$ cat src/rtl/rr_grant_scheduler.sv
// Round-robin grant scheduler for 7 requesters sharing one downstream resource.
// Grants are held until done, request withdrawal, or a MAX_HOLD timeout.
module rr_grant_scheduler #(
  parameter bit          USE_GRAY = 1'b1,
  parameter int unsigned MAX_HOLD = 15
) (
  input  logic       clk,
  input  logic       rst,
  input  logic [6:0] req,
  input  logic       done,
  output logic [6:0] gnt,
  output logic       gnt_valid,
  output logic [2:0] gnt_idx,
  output logic [2:0] gnt_code,
  output logic       timeout
);

  typedef enum logic {
    IDLE  = 1'b0,
    GRANT = 1'b1
  } state_t;

  localparam logic [7:0] HOLD_LAST = 8'(MAX_HOLD - 1);

  state_t     state, state_nxt;
  logic [2:0] ptr;
  logic [7:0] cnt;
  logic [2:0] sel;
  logic       found;
  logic [3:0] cand;
  logic       load;
  logic       release_now;
  logic       hold_exp;
  logic       timeout_nxt;

  // Rotating priority scan starting just after the last granted requester.
  always_comb begin
    sel   = 3'd0;
    found = 1'b0;
    cand  = 4'd0;
    for (int k = 1; k <= 7; k++) begin
      cand = {1'b0, ptr} + 4'(k);
      if (cand >= 4'd7) cand = cand - 4'd7;
      if (!found && req[cand[2:0]]) begin
        sel   = cand[2:0];
        found = 1'b1;
      end
    end
  end

  assign hold_exp = (cnt == HOLD_LAST);

  always_comb begin
    state_nxt   = state;
    load        = 1'b0;
    release_now = 1'b0;
    timeout_nxt = 1'b0;
    case (state)
      IDLE: begin
        if (found) begin
          load      = 1'b1;
          state_nxt = GRANT;
        end
      end
      GRANT: begin
        if (done || !req[ptr] || hold_exp) begin
          release_now = 1'b1;
          state_nxt   = IDLE;
          // Timeout is flagged only when the counter alone forced the release.
          timeout_nxt = hold_exp && !done && req[ptr];
        end
      end
      default: state_nxt = IDLE;
    endcase
  end

  always_ff @(posedge clk) begin
    if (rst) begin
      state    <= IDLE;
      ptr      <= 3'd6;
      cnt      <= 8'd0;
      gnt      <= 7'd0;
      gnt_idx  <= 3'd0;
      gnt_code <= 3'd0;
      timeout  <= 1'b0;
    end else begin
      state   <= state_nxt;
      timeout <= timeout_nxt;
      if (load) begin
        gnt      <= 7'(1) << sel;
        gnt_idx  <= sel;
        gnt_code <= USE_GRAY ? (sel ^ (sel >> 1)) : sel;
        ptr      <= sel;
        cnt      <= 8'd0;
      end else if (release_now) begin
        gnt      <= 7'd0;
        gnt_idx  <= 3'd0;
        gnt_code <= 3'd0;
        cnt      <= 8'd0;
      end else if (state == GRANT) begin
        cnt <= cnt + 8'd1;
      end
    end
  end

  assign gnt_valid = |gnt;

endmodule

$ cat config.mk
export PLATFORM = sky130hd
export DESIGN_NAME = rr_grant_scheduler
export DESIGN_NICKNAME = d
export VERILOG_FILES = /design/src/rtl/rr_grant_scheduler.sv
export SDC_FILE = /design/constraint.sdc
export NUM_CORES = 1
export LEC_CHECK = 0
export BUFFER_PORTS_ARGS = -buffer_cell sky130_fd_sc_hd__clkbuf_2
export CORE_MARGIN = 2
export CORE_UTILIZATION = 45
export DETAILED_ROUTE_END_ITERATION = 10
export HOLD_SLACK_MARGIN = 0.03
export SETUP_SLACK_MARGIN = 0.05
export SLEW_MARGIN = 40
export SYNTH_ARGS = -nofsm -noshare
export SYNTH_HDL_FRONTEND = slang
export SYNTH_SLANG_ARGS = --single-unit
$ cat constraint.sdc
create_clock -name clk -period 5.26 [get_ports clk]
set_input_delay 0.263 -clock clk [delete_from_list [all_inputs] [get_ports clk]]
set_output_delay 0.263 -clock clk [all_outputs]
set_load 0.1 [all_outputs]
# Yosys cells after proc, flatten, opt, wreduce, memory -nomap -nowiden
# Cells that the tools add are included.
[totals] register_bits=26 inputBits=10 out_inout_bits=15 word_cells=112
[op_classes] eq_ne=1 shift=1 mux=48 add_sub_neg=15 bitwise_logic=3 n_lt_le_gt_ge=15 n_reduce_logical=22
[ops] operator="3-bit 2-to-1 mux" count=17
[ops] operator="3-bit by 4-bit less-than comparator with 1-bit output, second input constant" count=8
[ops] operator="4-bit by 3-bit >= comparator with 1-bit output, second input constant" count=7
[ops] operator="1-bit binary-select mux with 3-bit select" count=8
[ops] operator="3-bit subtractor, second input constant" count=7
[ops] operator="1-bit 2-to-1 mux" count=20
[ops] operator="3-bit by 3-bit adder with 4-bit output, second input constant" count=4
[ops] operator="7-bit 2-to-1 mux" count=2
[ops] operator="3-bit by 2-bit adder with 4-bit output, second input constant" count=2
[ops] operator="8-bit by 1-bit adder with 8-bit output, second input constant" count=1
[ops] operator="8-bit by 4-bit == test with 1-bit output, second input constant" count=1
[ops] operator="1-bit logical AND" count=8
[ops] operator="1-bit logical NOT" count=8
[ops] operator="7-bit OR reduction" count=1
[ops] operator="1-bit by 3-bit << shifter with 7-bit output, first input constant" count=1
[ops] operator="3-bit OR reduction" count=2
[ops] operator="3-bit by 1-bit adder with 4-bit output, second input constant" count=1
[ops] operator="3-bit by 2-bit bitwise XOR with 3-bit output" count=1
[ops] operator="1-bit logical OR" count=2
[ops] operator="1-bit inverter" count=2
[ops] operator="1-bit case mux with 2 select lines" count=1
[ops] operator="2-bit nonzero test" count=1

# Depth between registers and ports, before layout
# Gate-level depths: netlist of the first run.
[depth] ltp_word=27 depth_mapped=19 depth_no_buf=17

# Worst setup path after synthesis of the first run
# Ideal clock, no wire load.
[synth_path] path_kind="reg2reg" start="reg ptr[1]" end="reg gnt[1]" synth_period_minus_slack_ns=3.906 required_time_ns=5.141 path_stages_with_launch=18 n_path_buf=1 path_slack_ns=1.354 arrival_ns=3.787 setup_time_ns=0.119 cell_sequence="dfxtp_1 -> clkbuf_1 -> inv_1 -> ha_1 -> inv_1 -> fa_1 -> mux4_2 -> a21oi_1 -> a21oi_1 -> or2_2 -> a31oi_1 -> o21ai_0 -> o311a_1 -> a211o_1 -> o21ai_1 -> inv_1 -> ha_1 -> a32o_1"
[synth_rtl] item="from (decl)" line="26" source="logic [2:0] ptr;"
[synth_rtl] item="from (signal assigned)" line="93" source="ptr <= sel;"
[synth_rtl] item="3-bit by 1-bit adder with 4-bit output" line="42" source="cand = {1'b0, ptr} + 4'(k);"
[synth_rtl] item="4-bit by 3-bit >= comparator with 1-bit output / 3-bit subtractor (equally long branches)" line="43" source="if (cand >= 4'd7) cand = cand - 4'd7;"
[synth_rtl] item="3-bit 2-to-1 mux" line="43"
[synth_rtl] item="1-bit binary-select mux with 3-bit select" line="44" source="if (!found && req[cand[2:0]]) begin"
[synth_rtl] item="1-bit 2-to-1 mux (implied by the code)" line="44"
[synth_rtl] item="1-bit 2-to-1 mux" line="44"
[synth_rtl] item="1-bit logical NOT" line="44"
[synth_rtl] item="1-bit logical AND" line="44"
[synth_rtl] item="(+11 left out)"
[synth_rtl] item="1-bit logical AND" line="44"
[synth_rtl] item="1-bit 2-to-1 mux" line="44"
[synth_rtl] item="1-bit logical NOT" line="44"
[synth_rtl] item="1-bit logical AND" line="44"
[synth_rtl] item="3-bit 2-to-1 mux (*)" line="44"
[synth_rtl] item="named net sel[0]" line="28" source="logic [2:0] sel;"
[synth_rtl] item="1-bit by 3-bit << shifter with 7-bit output (*)" line="90" source="gnt <= 7'(1) << sel;"
[synth_rtl] item="7-bit 2-to-1 mux (*)" line="89" source="if (load) begin"
[synth_rtl] item="to (signal assigned)" line="90"
[synth_rtl] item="to (decl)" line="11" source="output logic [6:0] gnt,"
# Mark *: on every way through the listed nets, which the timed path passes. The rest lies on a longest branch. The select of a mux whose other input is x is not followed.
# A chain may end at the register's enable or synchronous reset.

# Worst setup path after layout of the first run
[layout_path] start="reg ptr[0]" end="reg gnt[1]"
# Same word-level chain as after synthesis.

==> results by group, run 1 <==
Clocking
  • Clock Latency Late Sink: between 0.2 and 0.3 ns
  • Clk root buf: clkbuf_8
  • CTS tree: done
  • Post-CTS Setup Repair Bufs: 0
  • Clock sinks: 25
  • H-tree levels: 1
  • Cts bufs inserted: 3
  • Clock-pin slew on the worst setup and hold paths: ~0.10 ns
  • Hold_buf cts: 0
  • Resized Gates After CTS: 0
  • Clock buffer depth: 2

Placed design
  • Port bufs: 24
  • Worst slack, placed: just over 0.9 ns
  • Dpl hpwl: slightly below 6000 um
  • GP Congestion: ~0.99

GRT
  • Gr usage total: 0.222
  • Antenna violations before repair: 0
  • Largest net degree at the start of global routing: 46
  • First-pass GRT wire length: between 10,000 and 15,000 um
  • Vias in the first global route: ~2,600
  • GRT overflow: 0

Logic synthesis
  • Post-Synth Adder-Cell Area: 0.0840
  • Area contributors post-synth: dfxtp_1 17%, ha_1 7.7%, mux2i_1 4.5%
  • Post-synth top area share: 0.171
  • Number of distinct library cells after synthesis: 82
  • Prevailing post-synth register cell: dfxtp_1
  • Synth Area in Simple Gates: 0.238
  • EDFF count, synth: 0
  • Synth warn: 0
  • Synth Instances: 360
  • Yosys reg bits: 25
  • Sequential cell area fraction in the yosys report: 0.171
  • Post-Synth XOR/XNOR Area: 0.0673
  • Cell accounting for the most synthesized area: dfxtp_1
  • Synth Area in Compound Gates: 0.271
  • Mux share of post-synthesis cell area: 0.102
  • Asr flop ratio synth: 0
  • Cell Area, Synth: between 0.002 and 0.003 sq mm
  • Syn nets: between 300 and 400
  • Mean Syn Cell Area: roughly 8.1 sq um
  • Largest family of logic cells by synthesized area: compound AO/OA/AOI/OAI gates

Run
  • Max-Cap Viols: 0

Route
  • Routed len/inst: approximately 18 um
  • Initial DRC count: roughly 220
  • # DRC: 0
  • Via count: between 2,000 and 3,000
  • DRT Wirelength: 7830 um
  • Via/cell ratio: slightly above 6
  • Pre-antenna DRT Iters: 4
  • Final ANT Viol Nets: 0

Die
  • Die span in x: roughly 85 um
  • DIE HEIGHT: approximately 85 um
  • # rows: 29
  • Core area: approximately 0.0063 sq mm
  • Die ar.: around 0.0071 sq mm
  • Initial core utilization: 0.462
  • Boundary pin count: 25

Run status
  • Status: complete, no violations

Timing
  • Worst-margin pin slew: about 0.72 ns
  • Final Cycle Share: 0.844
  • Fin Clk Skew: 0.0119 ns
  • Fin. Hold Viols: 0
  • Final Setup Violations: 0
  • Period minus WS final: ~4.4 ns
  • Setup TNS: 0 ns
  • Max-slew headroom: 0.522
  • Final Max Slew Viols: 0
  • Fin worst setup slack: roughly 0.8 ns
  • RSZ-0062 raised after global routing: false
  • Max Fclk: approximately 230 MHz

Finish
  • Final #Nets: roughly 400
  • Util after Layout: 0.492
  • # diodes: 0
  • Area growth syn-to-layout: 6.47%
  • Share of cells above drive strength 1: 0.163
  • Commonest cells after routing, fill and taps aside: 27 x nand2_1, 25 x dfxtp_1, 24 x nor2_1, 24 x clkbuf_2
  • Commonest non-fill, non-tap cell in the layout: nand2_1

Setup path
  • Max FO, Critical Path: 45
  • Crit-path cells: buf_4, ha_1, inv_1, fa_1, nor4bb_1, a31oi_1, a311oi_1, nor2_1, a21o_1, o311a_1, a211o_1, o21ai_1, inv_1, ha_1, a32o_1
  • CP peak stage delay: ~0.65 ns
  • Critical path's slowest cell: fa_1
  • Critical path class: register to register
  • Worst EP arrival: between 4 and 5 ns
  • Startpoint Class: register
  • Required @ worst endpoint: 5.43 ns
  • Worst Setup End Kind: register

Worst hold path
  • Worst Hold Class: input port to register
## routing by layer
| layer | vias to the layer above | routed length, um | GRT usage |
|---|---|---|---|
| met3 | 8 | 441 | 0.0226 |
| met2 | 88 | 3630 | 0.360 |
| met4 | 0 | 97 | 0.0418 |
| met5 | - | 0 | 0 |
| met1 | 1330 | 3660 | 0.321 |
| li1 | 1350 | - | - |
## cell usage after synthesis, types with 3 or more instances
library cell,instances
a22oi_1,3
mux4_2,5
a21boi_0,4
mux2i_1,13
buf_4,4
xnor2_1,8
a31oi_1,5
nor2_1,24
ha_1,18
xor2_1,10
nand2b_1,7
a21oi_1,13
nor4_1,4
o211ai_1,7
a211oi_1,5
inv_1,17
nand2_1,27
a21o_1,5
nand3_1,7
a32o_1,4
buf_2,9
o21ai_0,18
nand4_1,6
and2_1,4
mux2_2,5
dfxtp_1,25
nor3_1,9
nor2b_1,13
clkbuf_1,12
o21ai_1,3
## worst paths after layout
path / from / endpoint / slack (ns) / depth (start not counted)
max: ptr[0]$_SDFFE_PP0P_ / gnt[1]$_SDFFE_PP0P_ / 0.82 / 15
min: done / timeout$_SDFF_PP0_ / 0.18 / 2
max reg2reg: ptr[0]$_SDFFE_PP0P_ / gnt[1]$_SDFFE_PP0P_ / 0.82 / 15
min reg2reg: gnt_code[1]$_SDFFE_PP0P_ / gnt_code[1]$_SDFFE_PP0P_ / 0.45 / 2
## sequential cells by signal, summed over array words and instances (netlist names)
name,flops
ptr,3
gnt,7
cnt,8
gnt_idx,3
state,1
timeout,1
gnt_code,2
## metrics by stage
step | area [sq um] | std cells | hold WS [ns]
5_1_grt | 3110 | 445 | 0.193
4_1_cts | 3110 | 445 | 0.181
3_5_place_dp | 3060 | 441 | 0.445
6_report | 3110 | 445 | 0.182
2_1_floorplan | 2920 | 360 | 0.332
3_3_place_gp | 3060 | 441 | 0.444
## final cells by class
| type | instances | area [sq um] |
|---|---|---|
| clock buffers | 3 | 41.3 |
| clock inverters | 1 | 5.00 |
| fillers | 632 | 3210 |
| inverters | 17 | 63.8 |
| multi-input cells | 291 | 2230 |
| flip-flops and latches | 25 | 500 |
| well taps | 77 | 96.3 |
| repair buffers | 31 | 173 |
## logic make-up (layout without fill, tap and decap cells)
| kind of cell | after synthesis | count (layout) |
|---|---|---|
| AOI/OAI and AO/OA | 105 | 105 |
| buffers and inverters | 44 | 52 |
| muxes | 23 | 23 |
| and+or+nand+nor | 124 | 124 |
| adders and majority gates | 19 | 19 |
| DFF | 25 | 25 |
| xor gates and xnor gates | 20 | 20 |
## critical path, delay by kind of cell, from the launching register on
kind | cells | cell delay (ns)
AOI/OAI and AO/OA | 7 | 1.69
adders and majority gates | 3 | 1.14
buffers and inverters | 3 | 0.60
DFF | 1 | 0.36
and+or+nand+nor | 2 | 0.53
Power of run 1 is left out: the tool's default activity adds up to more than one toggle a clock period on the data nets, which glitch-free logic cannot reach.
==> run 2, diff against run 1 <==
--- a/config.mk
+++ b/config.mk
@@ -5,6 +5,7 @@
 export SDC_FILE = /design/constraint.sdc
 export NUM_CORES = 1
 export LEC_CHECK = 0
+export ABC_AREA = 1
 export BUFFER_PORTS_ARGS = -buffer_cell sky130_fd_sc_hd__clkbuf_2
 export CORE_MARGIN = 2
 export CORE_UTILIZATION = 45
==> constraint.sdc (replaced) <==
create_clock -name clk -period 4.24 [get_ports clk]
set_input_delay 0.212 -clock clk [delete_from_list [all_inputs] [get_ports clk]]
set_output_delay 0.212 -clock clk [all_outputs]
set_load 0.1 [all_outputs]
==> run 2 against run 1 <==
  * Synthesized cell count is 19% higher
  * Synthesized area is 6.3% lower
  * Design area is 5.1% lower
  * Non-clock buffer count is 5 lower
  * Critical path type unchanged
  * Critical endpoint is now cnt[2]$_SDFFE_PP0P_
  * Highest routed layer unchanged
==> results by group, run 2 <==
Run status
  • Status: complete, no violations

Die
  • Die ar.: 0.00672 sq mm (-6.0%)
  • Core area: 0.00589 sq mm (-6.8%)
  • # rows: 28 (-3.4%)
  • Initial core utilization: 0.465 (+0.00258)
  • Boundary pin count: 25 (unchanged)
  • Die span in x: 82.0 um (-3.0%)
  • DIE HEIGHT: 82.0 um (-3.0%)

Setup path
  • Startpoint Class: register
  • Max FO, Critical Path: 11 (-76%)
  • CP peak stage delay: 0.51 ns (-0.14 ns)
  • Critical path's slowest cell: dfxtp_1
  • CP bufs+invs: 3 (unchanged)
  • Worst EP arrival: 3.88 ns (-0.73 ns)
  • Worst Setup End Kind: register
  • Required @ worst endpoint: 4.45 ns (-0.98 ns)
  • Worst path top cell family by delay: compound AO/OA/AOI/OAI gates
  • Critical path class: register to register
  • Most frequent CP cell: inv_1
  • Crit-path cells: inv_1, ha_1, inv_1, fa_1, o21ai_0, inv_1, nand2_2, nand2_4, nor2_8, nand3_4, nor2_8, nand3b_4, a21boi_4, nand2_4, a21oi_1, o21a_1

Logic synthesis
  • Post-synth top area share: 0.183 (+0.0114)
  • Cell Area, Synth: 0.00274 sq mm (-6.3%)
  • Prevailing post-synth register cell: dfxtp_1
  • Yosys reg bits: 25 (unchanged)
  • Cell accounting for the most synthesized area: dfxtp_1
  • Synth Instances: 427 (+19%)
  • EDFF count, synth: 0 (unchanged)
  • Number of distinct library cells after synthesis: 40 (-51%)
  • Mean Syn Cell Area: 6.41 sq um (-21%)
  • Synth warn: 0 (unchanged)
  • Asr flop ratio synth: 0 (unchanged)
  • Area contributors post-synth: dfxtp_1 18%, nand2_1 18%, nand3_1 12%
  • Top-count cell post-synth: nand2_1
  • Synth top cells by count: 129 x nand2_1, 68 x nand3_1, 48 x inv_1, 25 x dfxtp_1, 23 x nor2_1
  • Sequential cell area fraction in the yosys report: 0.183 (+0.0114)
  • Syn nets: 456 (+17%)

Clocking
  • Clock Latency Late Sink: 0.26 ns (about the same)
  • Post-CTS Setup Repair Bufs: 0 (unchanged)
  • Resized Gates After CTS: 0 (unchanged)
  • Clock sinks: 25 (unchanged)
  • Cts bufs inserted: 3 (unchanged)
  • CTS tree: done
  • Clock-pin slew on the worst setup and hold paths: 0.08 ns (-0.02 ns)
  • Clk root buf: clkbuf_8
  • Clock buffer depth: 2 (unchanged)
  • Hold_buf cts: 0 (unchanged)
  • H-tree levels: 1 (unchanged)

Worst hold path
  • Worst Hold Class: input port to register

Placed design
  • GP Congestion: 0.868 (-12%)
  • Port bufs: 24 (unchanged)
  • Worst slack, placed: 0.622 ns (-0.305 ns)
  • Placed Area: 0.00290 sq mm (-5.1%)
  • Dpl hpwl: 5700 um (-1.8%)

Finish
  • Finished Cell Area: 0.00295 sq mm (-5.1%)
  • Commonest cells after routing, fill and taps aside: 129 x nand2_1, 68 x nand3_1, 48 x inv_1
  • Biggest regs: cnt x8, gnt x7
  • Largest register FFs: 8 (unchanged)
  • Final #Nets: 481 (+21%)
  • Commonest non-fill, non-tap cell in the layout: nand2_1
  • Reg with most FFs: cnt
  • Share of cells above drive strength 1: 0.171 (+0.00769)
  • Area growth syn-to-layout: 7.77%
  • # diodes: 0 (unchanged)
  • Fill cell count: 619 (-2.1%)

Route
  • Via/cell ratio: 5.35 (-14%)
  • Initial DRC count: 305 (+40%)
  • Via count: 2,812 (+1.3%)
  • Routed len/inst: 13.2 um (-25%)
  • Final ANT Viol Nets: 0 (unchanged)
  • Pre-antenna DRT Iters: 5 (+1)
  • DRT Wirelength: 6970 um (-11%)
  • # DRC: 0 (unchanged)

GRT
  • GRT overflow: 0 (unchanged)
  • Vias in the first global route: 2,469 (-5.3%)
  • Antenna violations before repair: 0 (unchanged)
  • First-pass GRT wire length: 11,700 um (-11%)
  • Gr usage total: 0.222 (+0.000421)
  • Largest net degree at the start of global routing: 15 (-67%)

Timing
  • RSZ-0062 raised after global routing: false
  • Fin. Hold Viols: 0 (unchanged)
  • Period minus WS final: 3.67 ns (-0.770 ns)
  • Max-slew headroom: 0.625 (+0.103)
  • Worst-margin pin slew: 0.557 ns (-0.160 ns)
  • Final Max Slew Viols: 0 (unchanged)
  • Max Fclk: 273 MHz (+21%)
  • Setup TNS: 0 ns (unchanged)
  • Final Setup Violations: 0 (unchanged)
  • Fin worst setup slack: 0.573 ns (-0.250 ns)
  • Final Cycle Share: 0.865 (+0.0214)
  • Fin Clk Skew: 0.00660 ns (-0.00532 ns)

Run
  • Max-Cap Viols: 0 (unchanged)
run 2: kinds of logic after synthesis:
family / Yosys count / share of synthesized area
simple gates: 268 / 0.485
flops: 25 / 0.183
fa+ha+maj: 19 / 0.0896
compound gates: 49 / 0.126
xor+xnor: 6 / 0.0192
buf+inv: 60 / 0.0974
run 2: final timing paths:
path                           startpoint                       to  slack (ns)  depth (start not counted)
setup reg to reg      ptr[1]$_SDFFE_PP1P_      cnt[2]$_SDFFE_PP0P_        0.57                         16
hold reg to reg   gnt_idx[1]$_SDFFE_PP0P_  gnt_idx[1]$_SDFFE_PP0P_        0.48                          2
hold / removal                        rst  gnt_idx[0]$_SDFFE_PP0P_        0.21                          2
setup / recovery      ptr[1]$_SDFFE_PP1P_      cnt[2]$_SDFFE_PP0P_        0.57                         16
run 2: worst reg2reg max path: stages, from the launching register on:
cell,delay [ns]
dfxtp_1,0.51
inv_1,0.27
ha_1,0.27
inv_1,0.07
fa_1,0.45
o21ai_0,0.43
inv_1,0.16
nand2_2,0.12
nand2_4,0.07
nor2_8,0.15
nand3_4,0.11
nor2_8,0.14
nand3b_4,0.12
a21boi_4,0.32
nand2_4,0.17
a21oi_1,0.15
o21a_1,0.12
run 2: through the flow:
step | util | hold slack [ns] | std cells
floorplan | - | 0.281 | 427
global placement | 0.493 | 0.465 | 522
detailed placement | 0.493 | 0.473 | 522
CTS | 0.501 | 0.209 | 526
global route | 0.501 | 0.218 | 526
finish | 0.501 | 0.211 | 526
run 2: layout make-up:
cell class	instances	area, sq um	area share
Tap cell	75	93.8	0.0318
Sequential cell	25	500	0.170
Multi-Input combinational cell	342	1970	0.668
Clock buffer	4	45.0	0.0153
Inverter	54	205	0.0696
Timing Repair Buffer	26	135	0.0458
run 2: layer usage:
metal | part of all wire | routed length [um] | track usage | vias to the layer above
li1 | - | - | - | 1458
met4 | 0.0034 | 24 | 0.00667 | 0
met3 | 0.061 | 428 | 0.0385 | 4
met5 | 0 | 0 | 0 | -
met2 | 0.43 | 3010 | 0.347 | 81
met1 | 0.50 | 3500 | 0.335 | 1269
Power of run 2 is left out for the same reason.
